**config.mk**
```make
export PLATFORM = sky130hd
export DESIGN_NAME = multi_digit_segment_animator
export DESIGN_NICKNAME = d
export VERILOG_FILES = /design/src/rtl/multi_digit_segment_animator.sv
export SDC_FILE = /design/constraint.sdc
export NUM_CORES = 1
export LEC_CHECK = 0
export CAP_MARGIN = 20
export CORE_MARGIN = 2
export CORE_UTILIZATION = 50
export CTS_CLUSTER_DIAMETER = 30
export DETAILED_ROUTE_END_ITERATION = 7
export DONT_BUFFER_PORTS = 1
export PLACE_DENSITY = 0.73
export SYNTH_ARGS = -nofsm -noshare
export SYNTH_HDL_FRONTEND = slang
export SYNTH_SLANG_ARGS = --single-unit
```
**constraint.sdc**
```tcl
create_clock -name clk -period 4.75 [get_ports clk]
set_input_delay 0.7125 -clock clk [delete_from_list [all_inputs] [get_ports clk]]
set_output_delay 0.7125 -clock clk [all_outputs]
set_load 0.02 [all_outputs]
```
**src/rtl/multi_digit_segment_animator.sv**
```systemverilog
// Multiplexed N-digit 7-segment driver. Incoming segment patterns are queued
// in a small FIFO. Each new character scrolls the display left and is then
// revealed in digit 0, one segment (a..g) per frame tick, and held for a
// number of frame ticks before the next character is taken.
// Ports:
//   clk, reset        single clock, synchronous active-high reset
//   enable            run when high; freezes all state and blanks outputs when low
//   clear             one-cycle flush of FIFO, display and animation
//   char_valid/data   push interface (bit0 = seg a ... bit6 = seg g)
//   char_ready        FIFO not full (combinational), low during reset
//   brightness        PWM duty level; all-ones forces always on
//   seg, digit_en     registered segment lines and one-hot digit select
//   busy              animation in progress or characters pending
module multi_digit_segment_animator #(
   parameter int unsigned DIGITS      = 4,
   parameter int unsigned FIFO_DEPTH  = 4,
   parameter int unsigned FRAME_DIV   = 200000,
   parameter int unsigned SCAN_DIV    = 1000,
   parameter int unsigned HOLD_FRAMES = 8,
   parameter int unsigned PWM_BITS    = 4
) (
   input  logic                clk,
   input  logic                reset,
   input  logic                enable,
   input  logic                clear,
   input  logic                char_valid,
   input  logic [6:0]          char_data,
   output logic                char_ready,
   input  logic [PWM_BITS-1:0] brightness,
   output logic [6:0]          seg,
   output logic [DIGITS-1:0]   digit_en,
   output logic                busy
);

   localparam int unsigned SEG_W   = 7;
   localparam int unsigned AW      = (FIFO_DEPTH > 1) ? $clog2(FIFO_DEPTH) : 1;
   localparam int unsigned PW      = AW + 1;
   localparam int unsigned FRAME_W = (FRAME_DIV > 1) ? $clog2(FRAME_DIV) : 1;
   localparam int unsigned SCAN_W  = (SCAN_DIV > 1) ? $clog2(SCAN_DIV) : 1;
   localparam int unsigned IDX_W   = (DIGITS > 1) ? $clog2(DIGITS) : 1;
   localparam int unsigned STEP_W  = 3;
   localparam int unsigned HOLD_W  = $clog2(HOLD_FRAMES + 1);

   typedef enum logic [1:0] {
      IDLE = 2'd0,
      WIPE = 2'd1,
      HOLD = 2'd2
   } state_t;

   state_t state, state_d;

   logic [SEG_W-1:0]   mem [FIFO_DEPTH];
   logic [PW-1:0]      wr_ptr, rd_ptr;
   logic [PW-1:0]      count;
   logic               empty, full;

   logic [SEG_W-1:0]   disp [DIGITS];
   logic [SEG_W-1:0]   cur;
   logic [STEP_W-1:0]  step, step_d;
   logic [HOLD_W-1:0]  hold, hold_d;

   logic [FRAME_W-1:0] frame_cnt;
   logic [SCAN_W-1:0]  scan_cnt;
   logic [IDX_W-1:0]   idx;
   logic [PWM_BITS-1:0] pwm_cnt;

   logic               frame_tick;
   logic               pwm_on;
   logic               push;
   logic               pop;
   logic               wipe_upd;
   logic [7:0]         wipe_mask;
   logic [SEG_W-1:0]   wipe_val;

   // FIFO status; pointers carry one extra bit to tell full from empty
   assign count      = wr_ptr - rd_ptr;
   assign empty      = (wr_ptr == rd_ptr);
   assign full       = (count == PW'(FIFO_DEPTH));
   assign char_ready = !reset && !full;
   assign push       = char_valid && char_ready && enable;
   assign busy       = (state != IDLE) || !empty;

   assign frame_tick = enable && (frame_cnt == FRAME_W'(FRAME_DIV - 1));
   assign pwm_on     = (pwm_cnt < brightness) || (&brightness);

   // State register
   always_ff @(posedge clk) begin
      if (reset) begin
         state <= IDLE;
      end else if (enable) begin
         state <= clear ? IDLE : state_d;
      end
   end

   // Next-state and animation control
   always_comb begin
      state_d   = state;
      pop       = 1'b0;
      step_d    = step;
      hold_d    = hold;
      wipe_upd  = 1'b0;
      wipe_mask = 8'd0;
      wipe_val  = '0;
      case (state)
         IDLE: begin
            if (!empty) begin
               pop     = 1'b1;
               step_d  = '0;
               state_d = WIPE;
            end
         end
         WIPE: begin
            if (frame_tick) begin
               step_d   = step + STEP_W'(1);
               wipe_upd = 1'b1;
               if (step_d == STEP_W'(SEG_W)) begin
                  hold_d  = '0;
                  state_d = HOLD;
               end
            end
         end
         HOLD: begin
            if (frame_tick) begin
               hold_d = hold + HOLD_W'(1);
               if (hold_d == HOLD_W'(HOLD_FRAMES)) begin
                  state_d = IDLE;
               end
            end
         end
         default: state_d = IDLE;
      endcase
      // Low `step_d` segments of the current character are visible
      wipe_mask = (8'd1 << step_d) - 8'd1;
      wipe_val  = cur & wipe_mask[SEG_W-1:0];
   end

   // FIFO, display memory and animation counters
   always_ff @(posedge clk) begin
      if (reset) begin
         wr_ptr <= '0;
         rd_ptr <= '0;
         cur    <= '0;
         step   <= '0;
         hold   <= '0;
         for (int i = 0; i < int'(DIGITS); i++) disp[i] <= '0;
      end else if (enable) begin
         if (clear) begin
            wr_ptr <= '0;
            rd_ptr <= '0;
            cur    <= '0;
            for (int i = 0; i < int'(DIGITS); i++) disp[i] <= '0;
         end else begin
            step <= step_d;
            hold <= hold_d;
            if (push) begin
               mem[wr_ptr[AW-1:0]] <= char_data;
               wr_ptr <= wr_ptr + PW'(1);
            end
            if (pop) begin
               cur    <= mem[rd_ptr[AW-1:0]];
               rd_ptr <= rd_ptr + PW'(1);
               for (int i = int'(DIGITS) - 1; i > 0; i--) disp[i] <= disp[i-1];
               disp[0] <= '0;
            end else if (wipe_upd) begin
               disp[0] <= wipe_val;
            end
         end
      end
   end

   // Frame, scan and PWM prescalers
   always_ff @(posedge clk) begin
      if (reset) begin
         frame_cnt <= '0;
         scan_cnt  <= '0;
         idx       <= '0;
         pwm_cnt   <= '0;
      end else if (enable) begin
         frame_cnt <= frame_tick ? '0 : frame_cnt + FRAME_W'(1);
         pwm_cnt   <= pwm_cnt + PWM_BITS'(1);
         if (scan_cnt == SCAN_W'(SCAN_DIV - 1)) begin
            scan_cnt <= '0;
            idx      <= (idx == IDX_W'(DIGITS - 1)) ? '0 : idx + IDX_W'(1);
         end else begin
            scan_cnt <= scan_cnt + SCAN_W'(1);
         end
      end
   end

   // Pin drivers, one clock behind idx/disp/pwm_on
   always_ff @(posedge clk) begin
      if (reset || !enable) begin
         seg      <= '0;
         digit_en <= '0;
      end else begin
         seg      <= disp[idx] & {SEG_W{pwm_on}};
         digit_en <= DIGITS'(1) << idx;
      end
   end

endmodule
```
Word-level counts from Yosys, hierarchy flattened. Memories as Yosys holds them, arrays and structs flattened. A register that Yosys moved wholly into a read port is not among the register bits. Index checks and enable logic that the tools add are counted.

Shifts and indexed selects: 2. Multipliers: 0. Div/mod/pow operators: 0. Order comparisons: 1. Reductions and logical operators: 23. Bitwise gates (word level): 12. Eq/ne operators: 17. Multiplexer cells: 62. Add/subtract/negate cells: 10.

Operators by type and width (count): two-way mux 7 bit (11); two-way mux 1 bit (26); two-way mux 2 bit (11); adder 18 x 1 -> 18 bit (second input constant) (1); == test 18 bit (second input constant) (1); two-way mux 18 bit (1); two-way mux 3 bit (6); != test 3 bit (second input constant) (5); AND 7 bit (2); two-way mux 4 bit (3); AND reduction 6 bit (2); adder 10 x 1 -> 10 bit (second input constant) (1); == test 10 bit (second input constant) (1); two-way mux 10 bit (1); adder 3 x 1 -> 3 bit (second input constant) (3); OR 1 bit (9); adder 4 x 1 -> 4 bit (second input constant) (2); case mux 4 bit (2 select lines) (1); AND reduction 2 bit (4); nonzero test 2 bit (4); << shifter 1 x 3 -> 7 bit (first input constant) (1); subtractor 7 x 1 -> 7 bit (second input constant) (1); == test 3 bit (second input constant) (2); != test 2 bit (second input constant) (3); 16 further kinds (25).

Bits in latches: 0. Word-level logic and storage cells: 141. ROM bits: 0. Register bits: 67. Memories kept: 2. Bits in writable memories: 56. Output and inout port bits: 13.

Memory list: disp (depth 4, width 7, read ports 4, clocked after Yosys merged registers in 1, write ports 4, RTL line 57) `logic [SEG_W-1:0] disp [DIGITS];`; mem (depth 4, width 7, read ports 1, clocked after Yosys merged registers in 1, write ports 1, RTL line 52) `logic [SEG_W-1:0] mem [FIFO_DEPTH];`.

Longest topological paths before layout. Gate-level depths: netlist of the first run.

Depth in word-level cells: 11. Depth in mapped cells: 11. Mapped depth without buffers: 11.

Least setup slack after synthesis of the first run. OpenSTA, ideal clock, no wires.

Kind: input port to flip-flop. Start: input enable. End: memory disp[0][6], data pin. Setup slack: 2039 ps. Arrival time: 2456 ps. Stages: 9. Buffers on the path: 0. Path through: and4_1 > and2_4 > a31oi_1 > a211oi_2 > nand3_1 > ha_1 > xnor2_1 > o31ai_1 > and3_1.

RTL lines: start: declaration (RTL line 24) `input logic enable,`; end: declaration (RTL line 57).

==> results of run 1 <==
logic make-up after synthesis:
| kind of cell | count (synthesis) |
|---|---|
| flops | 127 |
| fa+ha+maj | 18 |
| mux | 29 |
| simple gates | 204 |
| buf+inv | 30 |
| xor+xnor | 32 |
| compound gates | 50 |
layout by cell type, fill, tap and decap left out, types with 2 or more instances in the layout:
cell,n
a211oi_1,3
a21o_1,4
a21oi_1,11
a22o_1,7
a22oi_1,2
a31oi_1,2
and2_1,20
and2_4,2
and3_1,14
and3_4,2
and3b_1,2
bufinv_16,6
clkbuf_1,3
clkbuf_16,16
clkinv_2,3
dfxtp_1,78
edfxtp_1,49
ha_1,18
inv_1,12
mux2i_1,15
mux4_2,14
nand2_1,32
nand2b_1,7
nand3_1,15
nand3b_1,3
nand4_1,10
nor2_1,65
nor2b_1,6
nor3_1,6
nor4b_1,2
nor4bb_1,2
o211ai_1,2
o21ai_0,11
or3_1,3
xnor2_1,13
xor2_1,19
per-layer routing:
metal	vias to the layer above	global-route usage, %	share of wire, %
li1	1758	-	-
met1	1689	22.5	45
met2	62	28.9	48
met3	14	6.70	5.3
met4	0	8.05	1.6
met5	-	0	0
stage by stage:
step	utilization, %	std cells
2_1_floorplan	-	490
4_1_cts	58.1	644
3_3_place_gp	52.2	612
6_report	58.1	644
5_1_grt	58.1	644
3_5_place_dp	52.2	612
cells in the mapped netlist (2+ instances only):
master,instances
a211oi_1,3
a21o_1,4
a21oi_1,11
a22o_1,7
a22oi_1,2
a31oi_1,2
and2_1,20
and2_4,2
and3_1,14
and3_4,2
and3b_1,2
buf_1,4
buf_2,2
buf_6,2
clkbuf_1,9
dfxtp_1,78
edfxtp_1,49
ha_1,18
inv_1,12
mux2i_1,15
mux4_2,14
nand2_1,32
nand2b_1,7
nand3_1,15
nand3b_1,3
nand4_1,10
nor2_1,65
nor2b_1,6
nor3_1,6
nor4b_1,2
nor4bb_1,2
o211ai_1,2
o21ai_0,11
or3_1,3
xnor2_1,13
xor2_1,19
area by class of cell:
| type | instances | area share, % |
|---|---|---|
| clock buffer | 20 | 6.75 |
| tap | 140 | 2.78 |
| sequential | 127 | 48.1 |
| multi-input combinational | 333 | 38.2 |
| clock inverter | 12 | 3.41 |
| inverter | 12 | 0.715 |
path summary, 6_finish.rpt:
kind | start | endpoint | slack [ns] | depth (start not counted)
setup reg to reg | frame_cnt[0] | disp[0][6] | 1.75 | 10
setup / recovery | frame_cnt[0] | disp[0][6] | 1.75 | 10
hold / removal | reset | step[2] | 0.25 | 1
hold reg to reg | cur[1] | cur[1] | 0.48 | 1
worst max-delay path, delay by kind of cell (launching register included):
family | cells | cell delay (ns)
adders and majority gates | 2 | 0.55
DFF | 1 | 0.44
xor gates and xnor gates | 1 | 0.18
and+or+nand+nor | 4 | 0.88
AOI/OAI and AO/OA | 3 | 0.68
flip-flops by register name (all words and copies together) (netlist names), named ones only:
signal / count
cur: 7
digit_en: 4
disp: 28
frame_cnt: 18
hold: 4
idx: 2
mem: 28
pwm_cnt: 4
rd_ptr: 3
scan_cnt: 10
seg: 7
state: 2
step: 3
wr_ptr: 3
power breakdown:
group	switching (W)	leakage, nW	internal (W)	total, W
combinational	0.0000498	0.904	0.0000386	0.0000884
clock	0.000452	0.310	0.000953	0.00141
sequential	0.0000205	1.11	0.00115	0.00117
==> impl_metrics.csv, run 1 <==
group,metric,value,unit
worst_setup_path,path_common_cell,"ha_1",
layout,n_fill_cell,907,
layout,multi_input_area,0.00241,mm²
synth,synth_cells,490,
sta,whs,0.252,ns
worst_setup_path,required,5.03,ns
sta,finalHoldViolations,0,
synth,synth-xor-area-share,5.03,%
clocking,cts_hold_buf,0,
global_routing,grt_pass1_vias,3495,
pwr,cellPowerDensity,423,mW/mm²
layout,areaGrowthSynthToFinish,13.1,%
place,dpl_worst_slack,1.79,ns
place,hpwlAfterDp,6.86,mm
pwr,leakage,2.32,nW
floorplan,pin_count,29,
synth,synth_compound_area_share,6.44,%
place,postPlaceCellArea,0.00566,mm²
sta,worst_slack,1.75,ns
synth,synth_top_family_by_area,"simple AND/OR/NAND/NOR gates",
clocking,cts_root_buf,"clkbuf_8",
floorplan,die_w,110,µm
floorplan,core,0.0108,mm²
synth,synth_area,0.00557,mm²
floorplan,die_area,0.0120,mm²
worst_setup_path,critPathSlowestCell,"a211oi_2",
clocking,cts_tree,"done",
sta,finalSetupTns,0,ns
sta,slew-limit-headroom,53.5,%
pwr,power,0.00267,W
job,drv_cap,0,
route,wire_per_inst,15.2,µm
clocking,cts_resized,0,
place,io_buffers,0,
synth,ys_types,58,
layout,final_area,0.00630,mm²
sta,fin_crit_sh,63.1,%
clocking,cts_made_buffers,17,
layout,nets,525,
route,drc,0,
pwr,peakVddDrop,0.255,mV
worst_setup_path,max_stage_delay,0.51,ns
synth,synth.top_cell.area_share,28.0,%
global_routing,grt_max_degree,34,
synth,synth_fa_ha_area_share,4.04,%
worst_setup_path,crit_arrival,3.28,ns
synth,ys_warn_count,0,
worst_setup_path,worst-setup-path-type,"reg -> reg",
synth,synth_top_cell_by_area,"dfxtp_1",
floorplan,die_height,110,µm
clocking,path_clk_slew,0.06,ns
route,vias_per_cell,5.47,
clocking,cts.sinks,127,
sta,rsz0062_at_grt,"no",
synth,synth_edf_count,49,
layout,register_area,0.00303,mm²
global_routing,grt_overflow_total,0,
sta,worst_pin_slew,0.695,ns
synth,synthArstFlopShare,0,%
sta,fmax,334,MHz
sta,fin_skew,0.00556,ns
worst_setup_path,worstPathCellList,"ha_1, and4_1, and2_4, a31oi_1, a211oi_2, nand3_1, ha_1, xnor2_1, o31ai_1, and3_1",
sta,min_period,3.00,ns
floorplan,initial_core_util,51.4,%
synth,synth_area_leaders,"dfxtp_1, edfxtp_1, mux4_2",
route,final_antenna_net_count,0,
route,vias,3523,
place,gp_congestion,0.804,
worst_setup_path,endpoint_kind,"flip-flop",
run_status,status,"finished, final reports clean",
synth,synth-seq-cells,127,
worst_setup_path,crit_fanout,10,
sta,setup_viol,0,
floorplan,row_count,38,
worst_setup_path,cp-start-kind,"flip-flop",
layout,drive_above_1_share,10.9,%
route,drt_iter0_markers,214,
synth,synth.area.mux_share,8.35,%
clocking,h-tree-depth,4,
route,first_pass_iters,7,
clocking,cts_buffer_depth,2,
clocking,worstSkewPairLatency,0.53,ns
route,finalWirelength,9.80,mm
hold_path,hold_class,"in -> reg",
global_routing,antenna_found_initial,0,
global_routing,grt_pass1_wl,16.6,mm
synth,yosys.area_share.simple,19.4,%
global_routing,grt_usage,18.3,%
synth,syn-num-nets,524,
synth,seq_area_frac_synth,54.4,%
layout,antenna_cells,0,
synth,syn_avg_cell_area,11.4,µm²
sta,slew_viol_final,0,
synth,synthFlopType,"dfxtp_1",
clocking,post_cts_buffers,0,
Note: power is estimated with default switching activity, not from simulation.
==> run 2: changes to the inputs <==
--- a/config.mk
+++ b/config.mk
@@ -11,7 +11,7 @@
 export CTS_CLUSTER_DIAMETER = 30
 export DETAILED_ROUTE_END_ITERATION = 7
 export DONT_BUFFER_PORTS = 1
-export PLACE_DENSITY = 0.73
+export PLACE_DENSITY = 0.76
 export SYNTH_ARGS = -nofsm -noshare
 export SYNTH_HDL_FRONTEND = slang
 export SYNTH_SLANG_ARGS = --single-unit
==> constraint.sdc (replaced) <==
create_clock -name clk -period 2.6 [get_ports clk]
set_input_delay 0.39 -clock clk [delete_from_list [all_inputs] [get_ports clk]]
set_output_delay 0.39 -clock clk [all_outputs]
set_load 0.02 [all_outputs]
==> impl_metrics.csv, run 2 (synthesized netlist as in run 1, its figures left out) <==
group,metric,value,unit
sta,fin_crit_sh,96.1,%
place,hpwlAfterDp,7.11,mm
pwr,swShare,23.2,%
clocking,cts_made_buffers,17,
worst_setup_path,critical_path.startpoint,"frame_cnt[11]",
floorplan,die_area,0.0120,mm²
place,gp_congestion,0.880,
worst_setup_path,max_stage_delay,0.40,ns
pwr,internal_power,0.00359,W
layout,drive_above_1_share,16.2,%
worst_setup_path,reg2reg_depth,9,
clocking,h-tree-depth,4,
route,drt_iter0_markers,273,
worst_setup_path,critPathSlowestCell,"dfxtp_1",
floorplan,initial_core_util,51.4,%
worst_setup_path,ff2ff_setup_slack,0.10,ns
sta,finalSetupTns,0,ns
sta,slew-limit-headroom,31.2,%
pwr,peakVddDrop,0.632,mV
worst_setup_path,crit_cells,9,
global_routing,antenna_found_initial,0,
pwr,pwr-share-comb,5.0,%
worst_setup_path,crit_arrival,2.89,ns
pwr,clkPwrFrac,49.2,%
route,final_antenna_net_count,0,
route,drc,0,
global_routing,grt_pass1_wl,18.5,mm
pwr,leakage,2.44,nW
clocking,cts_root_buf,"clkbuf_8",
worst_setup_path,r2r-end,"disp[0][6]",
layout,layout_commonest_cell,"dfxtp_1",
run_status,status,"finished, final reports clean",
sta,finalHoldViolations,0,
route,vias_per_cell,5.59,
route,first_pass_iters,4,
layout,areaGrowthSynthToFinish,17.4,%
sta,slew_viol_final,0,
route,vias,3757,
layout,layout_common_cells,"dfxtp_1, nor2_1, edfxtp_1",
worst_setup_path,required,2.99,ns
global_routing,grt_usage,20.2,%
sta,worst_pin_slew,1.03,ns
clocking,worstSkewPairLatency,0.52,ns
worst_setup_path,endpoint_kind,"flip-flop",
worst_setup_path,crit_family,"compound AO/OA/AOI/OAI gates",
pwr,cellPowerDensity,714,mW/mm²
floorplan,pin_count,29,
route,finalWirelength,11.3,mm
worst_setup_path,crit_path_end,"disp[0][6]",
clocking,cts_buffer_depth,2,
floorplan,die_height,110,µm
global_routing,grt_overflow_total,0,
place,io_buffers,0,
worst_setup_path,cp-start-kind,"flip-flop",
layout,postLayoutCoreUtil,60.4,%
sta,fmax,400,MHz
sta,min_period,2.50,ns
sta,worst_slack,0.101,ns
worst_setup_path,r2r-start,"frame_cnt[11]",
pwr,seqPwrFrac,45.8,%
clocking,cts.sinks,127,
place,dpl_worst_slack,-0.0204,ns
layout,nets,553,
floorplan,row_count,38,
clocking,path_clk_slew,0.06,ns
floorplan,die_w,110,µm
job,drv_cap,0,
hold_path,hold_class,"in -> reg",
worst_setup_path,worstPathCellList,"nor4bb_2, nand3_1, o211ai_1, o311a_4, nand3b_1, ha_4, xnor2_2, o31ai_1, and3_1",
layout,antenna_cells,0,
global_routing,grt_max_degree,26,
floorplan,core,0.0108,mm²
worst_setup_path,path_buf_inv,0,
clocking,cts_tree,"done",
sta,setup_viol,0,
worst_setup_path,crit_fanout,6,
route,wire_per_inst,16.8,µm
worst_setup_path,worst-setup-path-type,"reg -> reg",
sta,fin_skew,0.00894,ns
pwr,p_sw,0.00108,W
global_routing,grt_pass1_vias,3800,
-- run 2: cell types whose count changed in the layout (fill, tap and decap cells not counted), moves of 2 or more --
cell / delta
buf_4: +19
clkinvlp_4: +2
ha_1: -2
bufinv_16: -4
clkbuf_1: -3
dlygate4sd3_1: +9
nor4b_1: -2
clkinv_4: +7
nor4b_2: +2
clkinv_2: -2
-- run 2: worst min path at each step --
stage,from,to,slack [ns],cells past startpoint
6_report,enable,pwm_cnt[1],0.04,2
5_1_grt,enable,frame_cnt[1],0.02,2
4_1_cts,enable,pwm_cnt[0],0.02,2
3_5_place_dp,cur[1],cur[1],0.46,1
3_3_place_gp,cur[1],cur[1],0.46,1
2_1_floorplan,cur[0],cur[0],0.44,1
-- run 2: layout make-up --
type,count,area (µm²)
Timing Repair Buffer,28,233
Tap cell,140,175
Multi-Input combinational cell,333,2480
Inverter,12,45.0
Sequential cell,127,3030
Clock buffer,17,414
Clock inverter,15,166
Fill cell,845,4300
-- run 2: stage by stage --
step                      cell area, µm²  hold WS (ns)  instances  total power, W
after floorplan                     5570         0.441        490         0.00232
after global placement              5770         0.456        627         0.00235
after detailed placement            5770         0.463        627         0.00236
after CTS                           6450        0.0191        668         0.00466
after global routing                6540        0.0209        672         0.00480
final                               6540        0.0383        672         0.00467
-- run 2: metal layers --
layer	vias to the layer above	GRT usage (%)	wire, µm
met3	15	5.93	574
li1	1806	-	-
met4	0	6.42	139
met5	-	0	0
met1	1849	25.2	4990
met2	87	33.9	5580
-- run 2: repair_timing --
item | CTS | global route
pin swaps | 0 | 7
gates resized for setup | 1 | 10
hold endpoints to repair | 56 | 0
hold buffers | 9 | 0
buffers inserted | 0 | 4
setup endpoints to repair | 1 | 3
-- run 2: power by group through the flow --
stage          Combinational (W)  Clock, W  Sequential [W]
2_1_floorplan           0.000150         0         0.00217
3_3_place_gp            0.000173         0         0.00218
3_5_place_dp            0.000182         0         0.00218
4_1_cts                 0.000208   0.00231         0.00214
5_1_grt                 0.000256   0.00241         0.00214
6_report                0.000231   0.00230         0.00214
==> run 3: changes to the inputs <==
--- a/config.mk
+++ b/config.mk
@@ -11,7 +11,7 @@
 export CTS_CLUSTER_DIAMETER = 30
 export DETAILED_ROUTE_END_ITERATION = 7
 export DONT_BUFFER_PORTS = 1
-export PLACE_DENSITY = 0.76
+export PLACE_DENSITY = 0.73
 export SYNTH_ARGS = -nofsm -noshare
 export SYNTH_HDL_FRONTEND = slang
 export SYNTH_SLANG_ARGS = --single-unit
==> constraint.sdc (replaced) <==
create_clock -name clk -period 3.2 [get_ports clk]
set_input_delay 0.48 -clock clk [delete_from_list [all_inputs] [get_ports clk]]
set_output_delay 0.48 -clock clk [all_outputs]
set_load 0.02 [all_outputs]
==> impl_metrics.csv, run 3 (synthesized netlist as in run 1, its figures left out) <==
group,metric,value,unit
sta,worst_pin_slew,1.04,ns
place,gp_congestion,0.875,
route,vias_per_cell,5.48,
clocking,cts.sinks,127,
clocking,cts_buffer_depth,2,
layout,final_cells,659,
worst_setup_path,worst-setup-path-type,"reg -> reg",
sta,slew_viol_final,0,
worst_setup_path,cp-start-kind,"flip-flop",
pwr,peakVddDrop,0.474,mV
floorplan,pin_count,29,
clocking,cts_root_buf,"clkbuf_8",
clocking,cts_made_buffers,17,
sta,finalHoldViolations,0,
run_status,status,"finished, final reports clean",
sta,fin_skew,0.00773,ns
floorplan,initial_core_util,51.4,%
worst_setup_path,crit_arrival,3.11,ns
layout,antenna_cells,0,
worst_setup_path,max_stage_delay,0.43,ns
sta,finalSetupTns,0,ns
clocking,cts_resized,0,
global_routing,antenna_found_initial,0,
sta,setup_viol,0,
place,dpl_worst_slack,0.375,ns
floorplan,die_height,110,µm
route,vias,3614,
layout,drive_above_1_share,12.7,%
global_routing,grt_pass1_wl,16.9,mm
layout,layout_common_cells,"dfxtp_1, nor2_1, edfxtp_1",
route,final_antenna_net_count,0,
clocking,cts_tree,"done",
floorplan,die_area,0.0120,mm²
global_routing,grt_usage,19.1,%
sta,rsz0062_at_grt,"no",
sta,slew-limit-headroom,30.6,%
worst_setup_path,path_buf_inv,0,
sta,worst_slack,0.383,ns
clocking,path_clk_slew,0.06,ns
pwr,cellPowerDensity,575,mW/mm²
global_routing,grt_overflow_total,0,
place,placed_cells,619,
worst_setup_path,crit_fanout,7,
route,drt_iter0_markers,270,
worst_setup_path,path_common_cell,"ha_1",
global_routing,grt_max_degree,26,
route,first_pass_iters,4,
layout,postLayoutCoreUtil,58.5,%
worst_setup_path,critPathSlowestCell,"a311oi_4",
place,io_buffers,0,
worst_setup_path,required,3.49,ns
route,drc,0,
worst_setup_path,endpoint_kind,"flip-flop",
clocking,h-tree-depth,4,
layout,layout_commonest_cell,"dfxtp_1",
place,hpwlAfterDp,6.79,mm
worst_setup_path,worstPathCellList,"ha_1, and4_1, and2_4, and3_4, a311oi_4, nand3_1, ha_1, xnor2_1, o31ai_1, and3_1",
layout,nets,540,
hold_path,hold_class,"in -> reg",
floorplan,core,0.0108,mm²
route,finalWirelength,10.2,mm
sta,fin_crit_sh,88.0,%
sta,min_period,2.82,ns
pwr,leakage,2.34,nW
floorplan,die_w,110,µm
layout,areaGrowthSynthToFinish,13.8,%
sta,fmax,355,MHz
floorplan,row_count,38,
worst_setup_path,crit_family,"simple AND/OR/NAND/NOR gates",
clocking,worstSkewPairLatency,0.53,ns
route,wire_per_inst,15.5,µm
job,drv_cap,0,
global_routing,grt_pass1_vias,3543,
==> run 3: area by class of cell <==
cell class	count	area, µm²
Fill cell	883	4500
Inverter	12	45.0
Clock inverter	14	120
Timing Repair Buffer	15	133
Multi-Input combinational cell	333	2410
Tap cell	140	175
Sequential cell	127	3030
Clock buffer	18	428
==> run 3: what timing repair did <==
item                      4_1_cts  5_1_grt
hold endpoints to repair       28       27
hold buffers                    1        7
buffers inserted                0        0
==> run 3: worst paths after layout <==
check,from,end,slack (ns),cells past startpoint
setup / recovery,frame_cnt[0],disp[0][6],0.38,10
hold reg to reg,cur[1],cur[1],0.48,1
setup reg to reg,frame_cnt[0],disp[0][6],0.38,10
hold / removal,char_data[5],mem[3][5],0.05,0
==> run 3: through the flow <==
| stage | total power (W) | hold slack, ns | area, µm² |
|---|---|---|---|
| finish | 0.00365 | 0.0457 | 6340 |
| global route | 0.00379 | 0.000713 | 6340 |
| global placement | 0.00191 | 0.454 | 5710 |
| detailed placement | 0.00192 | 0.460 | 5710 |
| floorplan | 0.00189 | 0.441 | 5570 |
| CTS | 0.00368 | 0.00373 | 6270 |
==> run 3: report_power, final <==
| part | internal [W] | total, W | switching, W |
|---|---|---|---|
| combinational | 0.0000696 | 0.000160 | 0.0000903 |
| sequential | 0.00171 | 0.00174 | 0.0000279 |
| clock | 0.00104 | 0.00175 | 0.000707 |
| total | 0.00282 | 0.00365 | 0.000825 |
==> run 3: metal layers <==
layer	up-vias	part of all wire, %	GRT usage, %
met3	18	4.7	9.31
met4	0	1.9	6.78
met2	62	47	29.6
met5	-	0	0
li1	1786	-	-
met1	1748	46	23.2
